**config.mk**
```make
export PLATFORM = sky130hd
export DESIGN_NAME = llc_proc_update_fifo
export DESIGN_NICKNAME = d
export VERILOG_FILES = /design/src/rtl/llc_proc_update_fifo.sv
export SDC_FILE = /design/constraint.sdc
export NUM_CORES = 1
export LEC_CHECK = 0
export ABC_AREA = 1
export CAP_MARGIN = 20
export CORE_MARGIN = 8
export CORE_UTILIZATION = 48
export DETAILED_ROUTE_END_ITERATION = 6
export GPL_ROUTABILITY_DRIVEN = 0
export HOLD_SLACK_MARGIN = 0.05
export PLACE_DENSITY = 0.81
export SYNTH_ARGS = -nofsm -noshare
export SYNTH_HDL_FRONTEND = slang
export SYNTH_SLANG_ARGS = --single-unit
```
**constraint.sdc**
```tcl
create_clock -name clk -period 2.2 [get_ports clk]
set_clock_uncertainty 0.2 [all_clocks]
set_input_delay 0.33 -clock clk [delete_from_list [all_inputs] [get_ports clk]]
set_output_delay 0.33 -clock clk [all_outputs]
set_load 0.02 [all_outputs]
```
**src/rtl/llc_proc_update_fifo.sv**
```systemverilog
// Show-ahead FIFO from LLC process stage to LLC update stage.
// Optional same-cycle bypass on empty: define LLC_PROC_UPDATE_FIFO_BYPASS_EN.
module llc_proc_update_fifo #(
  parameter int DEPTH        = 4,
  parameter int AFULL_THRESH = DEPTH - 1
) (
  input  logic                     clk,
  input  logic                     rst,
  input  logic                     push,
  input  logic [8:0]               data_in,
  input  logic                     pop,
  output logic [8:0]               data_out,
  output logic                     empty,
  output logic                     full,
  output logic                     almost_full,
  output logic [$clog2(DEPTH):0]   count,
  output logic                     overflow_err,
  output logic                     underflow_err
);

  localparam int AW = $clog2(DEPTH);

  // Packet bit layout:
  // [0] rst_to_resume   [1] flush_to_resume  [2] req_to_resume
  // [3] rst_to_get      [4] req_to_get       [5] rsp_to_get
  // [6] dma_req_to_get  [7] dma_read_to_resume [8] dma_write_to_resume
  logic [8:0]  mem [DEPTH];
  logic [AW:0] wr_ptr;
  logic [AW:0] rd_ptr;
  logic        ptr_empty;
  logic        hit;
  logic        byp;
  logic        do_push;
  logic        do_pop;

  assign ptr_empty = (wr_ptr == rd_ptr);
  assign full = (wr_ptr[AW-1:0] == rd_ptr[AW-1:0]) &
                (wr_ptr[AW] != rd_ptr[AW]);
  assign almost_full = (count >= (AW+1)'(AFULL_THRESH));

`ifdef LLC_PROC_UPDATE_FIFO_BYPASS_EN
  assign hit = push & ptr_empty;
  assign byp = hit & pop;
`else
  assign hit = 1'b0;
  assign byp = 1'b0;
`endif

  assign empty = ptr_empty & ~hit;

  always_comb begin
    data_out = '0;
    if (hit)
      data_out = data_in;
    else if (!ptr_empty)
      data_out = mem[rd_ptr[AW-1:0]];
  end

  assign do_pop  = pop & ~ptr_empty;
  assign do_push = push & (~full | do_pop) & ~byp;

  always_ff @(posedge clk or negedge rst) begin
    if (!rst) begin
      wr_ptr        <= '0;
      rd_ptr        <= '0;
      count         <= '0;
      overflow_err  <= 1'b0;
      underflow_err <= 1'b0;
    end else begin
      wr_ptr <= wr_ptr + (AW+1)'(do_push);
      rd_ptr <= rd_ptr + (AW+1)'(do_pop);
      unique case ({do_push, do_pop})
        2'b10:   count <= count + 1'b1;
        2'b01:   count <= count - 1'b1;
        default: count <= count;
      endcase
      if (push & full & ~pop)
        overflow_err <= 1'b1;
      if (pop & ptr_empty & ~byp)
        underflow_err <= 1'b1;
    end
  end

  // Storage is deliberately left out of reset.
  always_ff @(posedge clk) begin
    if (do_push)
      mem[wr_ptr[AW-1:0]] <= data_in;
  end

endmodule

```
==> out/summary.txt, run 1 <==
Final WS setup -> -0.0251 ns
CTS Buf Count -> 5
Crit path cell chain -> inv_2 > nand2_2 > nand2_2 > nor2_4 > nand2_4 > nand2_2 > inv_2 > ha_4 > inv_2 > fa_2 > a21oi_2 > o21ai_1 > xor2_1
CP endpoint kind -> flop
CP startpoint kind -> flop
Vias -> 1468
Area delta synth->final -> 34.8%
Clock sinks -> 47
Placed cell areas -> 2550 µm²
Layout cells sized above 1 -> 30.5%
# DRC -> 0
Crit path largest cell delay -> 0.45 ns
Worst Path Required -> 2.17 ns
CP delay by family, top -> adder cells
Worst-Margin Slew -> 0.519 ns
WP data arrival -> 2.20 ns
Drt total wl -> 4500 µm
Die Wd -> 81.0 µm
Core area -> 4030 µm²
# IOs -> 30
Sum of buffers and inverters on the critical path -> 3
# H-tree levels -> 2
Fin area -> 2740 µm²
Hold Vio Cnt, Final -> 0
Worst-path clk slew -> 0.08 ns
Post-synthesis cell type count -> 20
Syn avg cell area -> 11.6 µm²
Drt wl/cell -> 15.6 µm
CTS tree -> done
CP Class -> reg2reg
M1 GR Usage -> 16.3%
DRT Pass-1 Iters -> 6
Pin count of the biggest net entering global routing -> 19
Initial DRC Count -> 120
Root Driver -> clkbuf_8
Pwr Total -> 4.37 mW
Sequential area share after synthesis -> 66.8%
Synth Register Bits -> 47
Antenna cells -> 0
Power Density -> 1600 nW/µm²
Die height -> 81.0 µm
Leakage -> 1.20 nW
Placed cells -> 276
Max frequency -> 449 MHz
Post-DP HPWL -> 2990 µm
Layout Cells excl Fill -> 289
Total Routing Usage GR -> 14.1%
Setup Viol. Count Final -> 2
Cell area after synthesis -> 2030 µm²
Layout Nets -> 257
Total grt overflow -> 0
Slowest-stage cell, CP -> dfrtp_2
VDD IR max -> 0.000899 V
GR Layer Usage met2 -> 24.8%
Hold-fix buffers at CTS -> 0
Port bufs -> 29
Syn_nets -> 194
Failing checks -> setup timing
Final Cycle Share -> 101%
Max Slew Vio Count -> 0
Post-route minimum period -> 2.23 ns
RSZ-0062 raised after global routing -> yes
Starting density of the core -> 50.4%
Die area -> 6570 µm²
Initial antenna violation count -> 0
Synth warn -> 0
Busiest layer in global routing -> met2
Worst slew margin -> 65.3%
Row count -> 23
Antenna-violating nets left -> 0
First-pass GRT wire length -> 7060 µm
Hold slack -> 0.179 ns
Max-capacitance violation count -> 0
Routing usage on met3 -> 3.64%
Final Core Density -> 67.9%
Type of the worst min-delay path -> in2async
Mapped Cells -> 175
Crit Path Max Fanout -> 6
Number of global-route vias before repair -> 1462
Clk buf depth -> 2
Via-to-Cell Ratio -> 5.08
Status -> finished, violations left
Clk Latency, worst-skew pair -> 0.29 ns
==> where the power goes <==
group          switching, mW  total (mW)  leakage [nW]  internal, mW
registers              0.127        1.34         0.452          1.21
logic                   1.32        2.31         0.679         0.997
clock network          0.270       0.724        0.0654         0.454
==> cells in the mapped netlist <==
cell type	number	share of area, %
xnor2_1	1	0.43
nand2_2	5	1.5
o22ai_1	9	2.8
buf_6	2	1.1
edfxtp_1	36	53
nand2_1	23	4.3
inv_2	3	0.55
o21bai_4	1	0.92
inv_1	25	4.6
a21oi_1	1	0.25
dfrtp_1	11	14
o21ai_0	21	5.2
nand4_1	2	0.62
nor2_1	22	4.1
fa_1	1	0.99
ha_1	5	3.1
nor2_4	1	0.55
buf_4	2	0.74
buf_2	1	0.25
xor2_1	3	1.3
==> cells in the final DEF (no fill, tap or decap), types with 4 or more instances in the layout <==
cell type,synthesis,layout
inv_2,3,7
o22ai_1,9,9
o21ai_0,21,18
inv_1,25,21
nand2_1,23,19
clkbuf_8,0,5
clkbuf_2,0,6
nor2_1,22,22
nand2_2,5,9
clkdlybuf4s15_2,0,4
buf_4,2,28
edfxtp_1,36,36
ha_1,5,4
clkdlybuf4s50_1,0,17
dfrtp_1,11,9
==> metal layers <==
| metal | vias up | part of all wire, % |
|---|---|---|
| met5 | - | 0 |
| met4 | 0 | 0.84 |
| met3 | 2 | 4.7 |
| met1 | 717 | 42 |
| li1 | 713 | - |
| met2 | 36 | 52 |
==> layout make-up <==
cell class	instances	area [µm²]
clock buffers	6	72.6
clock inverters	2	60.1
fillers	285	1290
inverters	28	105
multi-input cells	96	567
flip-flops and latches	47	1360
well taps	50	62.6
repair buffers	60	510
==> flip-flops by register name, indices dropped and copies added, names as in the netlist <==
name           cells
mem               36
count              3
rd_ptr             3
wr_ptr             3
overflow_err       1
underflow_err      1
==> cell families after synthesis <==
logic type	Yosys count	synth area share, %
flip-flops	47	66.8
buffers and inverters	33	7.27
adder cells (fa/ha/maj)	6	4.07
AND/OR/NAND/NOR	53	11.0
XOR/XNOR	4	1.73
AO/OA/AOI/OAI	32	9.12
==> worst register-to-register path, stage by stage, from the launching register on <==
cell and delay (ns):
dfrtp_2 0.45, inv_2 0.09, nand2_2 0.05, nand2_2 0.10
nor2_4 0.06, nand2_4 0.11, nand2_2 0.07, inv_2 0.07
ha_4 0.12, inv_2 0.04, fa_2 0.36, a21oi_2 0.13
o21ai_1 0.08, xor2_1 0.17
==> stage by stage <==
step / setup slack [ns] / setup TNS (ns)
final: -0.0251 / -0.0369
after global routing: -0.123 / -0.366
after CTS: 0.000628 / 0
after detailed placement: -0.100 / -0.150
after global placement: -0.0308 / -0.0335
after floorplan: -0.00921 / -0.00921
==> path summary, 6_finish.rpt <==
check | startpoint | end | slack, ns | depth (start not counted)
setup reg to reg | rd_ptr[0]$_DFF_PN0_ | count[2]$_DFFE_PN0P_ | -0.03 | 13
min in group clk | overflow_err$_DFFE_PN0P_ | overflow_err$_DFFE_PN0P_ | 0.28 | 2
hold / removal | rst | overflow_err$_DFFE_PN0P_ | 0.18 | 1
max in group asynchronous | rst | rd_ptr[0]$_DFF_PN0_ | 1.25 | 1
setup / recovery | rd_ptr[0]$_DFF_PN0_ | count[2]$_DFFE_PN0P_ | -0.03 | 13
hold reg to reg | overflow_err$_DFFE_PN0P_ | overflow_err$_DFFE_PN0P_ | 0.28 | 2
==> what timing repair did <==
item,CTS,global route
pin swaps,1,11
setup endpoints to repair,13,14
setup buffers,1,3
resized for setup,26,29
cloned,1,0
Note: power is estimated with default switching activity, not from simulation.
==> run 2, diff against run 1 <==
--- a/config.mk
+++ b/config.mk
@@ -8,11 +8,11 @@
 export ABC_AREA = 1
 export CAP_MARGIN = 20
 export CORE_MARGIN = 8
-export CORE_UTILIZATION = 48
+export CORE_UTILIZATION = 53
 export DETAILED_ROUTE_END_ITERATION = 6
 export GPL_ROUTABILITY_DRIVEN = 0
 export HOLD_SLACK_MARGIN = 0.05
-export PLACE_DENSITY = 0.81
+export PLACE_DENSITY = 0.84
 export SYNTH_ARGS = -nofsm -noshare
 export SYNTH_HDL_FRONTEND = slang
 export SYNTH_SLANG_ARGS = --single-unit
==> constraint.sdc (replaced) <==
create_clock -name clk -period 2.55 [get_ports clk]
set_clock_uncertainty 0.2 [all_clocks]
set_input_delay 0.255 -clock clk [delete_from_list [all_inputs] [get_ports clk]]
set_output_delay 0.255 -clock clk [all_outputs]
set_load 0.02 [all_outputs]
==> out/summary.txt, run 2 (synthesis gave the netlist of run 1 again) <==
Port bufs -> 29
CP Class -> reg2out
Setup total negative slack -> 0 ns
Status -> finished, final reports clean
First-pass GRT wire length -> 6490 µm
Pwr Total -> 3.35 mW
Drt total wl -> 3890 µm
Worst-Margin Slew -> 0.520 ns
Initial DRC Count -> 129
WP data arrival -> 1.86 ns
Total grt overflow -> 0
Die Wd -> 77.9 µm
Post-route minimum period -> 2.32 ns
Comb pwr share -> 49.7%
# H-tree levels -> 2
Initial antenna violation count -> 0
Crit path largest cell delay -> 0.48 ns
CTS tree -> done
CTS Buf Count -> 5
Antenna-violating nets left -> 0
Worst Path Required -> 2.10 ns
Root Driver -> clkbuf_8
Psw -> 1.32 mW
Sw Ratio -> 39.5%
Pin count of the biggest net entering global routing -> 19
Total Routing Usage GR -> 13.5%
Vias -> 1353
Worst-path clk slew -> 0.08 ns
Drt wl/cell -> 14.5 µm
Clock sinks -> 47
Internal power -> 2.03 mW
Die area -> 6070 µm²
Seq pwr share -> 35.0%
Max FFs per register -> 36
Power Density -> 1300 nW/µm²
Number of global-route vias before repair -> 1321
Clock Power Share -> 15.3%
RSZ-0062 raised after global routing -> no
Via-to-Cell Ratio -> 5.05
Crit Path Max Fanout -> 10
Final Cycle Share -> 90.9%
Max Slew Vio Count -> 0
Clk buf depth -> 2
Sum of buffers and inverters on the critical path -> 5
Type of the worst min-delay path -> in2async
Most frequent cells in the layout -> edfxtp_1 (36), inv_1 (25), nand2_1 (23)
Slowest-stage cell, CP -> dfrtp_2
Fin area -> 2570 µm²
Clk Latency, worst-skew pair -> 0.29 ns
Antenna cells -> 0
Core area -> 3660 µm²
# DRC -> 0
Hold Vio Cnt, Final -> 0
Row count -> 22
Worst slew margin -> 65.3%
CP delay by family, top -> buffers and inverters
VDD IR max -> 0.000647 V
Die height -> 77.9 µm
Layout Nets -> 239
Hold-fix buffers at CTS -> 0
Setup Viol. Count Final -> 0
Max-capacitance violation count -> 0
CP startpoint kind -> flop
Most common cell after layout, fill and taps aside -> edfxtp_1
CP endpoint kind -> output pin
Area delta synth->final -> 26.6%
DRT Pass-1 Iters -> 4
Max frequency -> 432 MHz
Layout cells sized above 1 -> 15.5%
Placed cell areas -> 2440 µm²
Crit path cell chain -> inv_2 > nand2_1 > nand2_2 > inv_2 > nor2_4 > nand2_2 > buf_4 > nand2_1 > inv_1 > dlygate4sd2_1
Leakage -> 1.17 nW
Post-DP HPWL -> 2750 µm
Starting density of the core -> 55.5%
# IOs -> 30
## run 2: layer usage
| layer | vias to the layer above | track usage (%) | wire, µm |
|---|---|---|---|
| met5 | - | 0 | 0 |
| met4 | 0 | 5.00 | 27 |
| met3 | 2 | 4.49 | 147 |
| met2 | 25 | 22.2 | 1950 |
| met1 | 656 | 16.1 | 1760 |
| li1 | 670 | - | - |
## run 2: worst paths after layout
check                           slack [ns]                     start                       end  cells past startpoint
min in group clk                      0.28  overflow_err$_DFFE_PN0P_  overflow_err$_DFFE_PN0P_                      2
worst min-delay path                  0.10                       rst  overflow_err$_DFFE_PN0P_                      1
worst max register to register        0.26       wr_ptr[0]$_DFF_PN0_      count[2]$_DFFE_PN0P_                     13
worst max-delay path                  0.23       rd_ptr[1]$_DFF_PN0_               data_out[8]                     10
max in group asynchronous             1.67                       rst       wr_ptr[1]$_DFF_PN0_                      1
worst min register to register        0.28  overflow_err$_DFFE_PN0P_  overflow_err$_DFFE_PN0P_                      2
## run 2: cell type report
cell class	count	area (µm²)
clock inverters	2	37.5
fillers	262	1090
flip-flops and latches	47	1360
clock buffers	5	68.8
well taps	48	60.1
multi-input cells	95	527
inverters	28	105
repair buffers	43	413
## run 2: power by group through the flow
stage               sequential [mW]  combinational (mW)  clock [mW]
floorplan                      1.17                1.03           0
global placement               1.17                1.69           0
detailed placement             1.18                1.73           0
CTS                            1.17                1.72       0.528
global route                   1.19                1.86       0.560
finish                         1.17                1.67       0.514
## run 2: metrics by stage
| stage | worst slack, ns | hold WS (ns) | util, % | std cells |
|---|---|---|---|---|
| final | 0.233 | 0.103 | 70.2 | 268 |
| after global routing | 0.127 | 0.109 | 70.2 | 268 |
| after CTS | 0.000113 | 0.103 | 69.7 | 268 |
| after detailed placement | 0.176 | 0.253 | 66.7 | 261 |
| after global placement | 0.243 | 0.249 | 66.7 | 261 |
| after floorplan | 0.245 | -0.241 | - | 175 |
## run 2: timing repair
item	4_1_cts	5_1_grt
buffers inserted	0	0
endpoints found under the setup margin	10	8
resized for setup	4	9
cloned	0	0
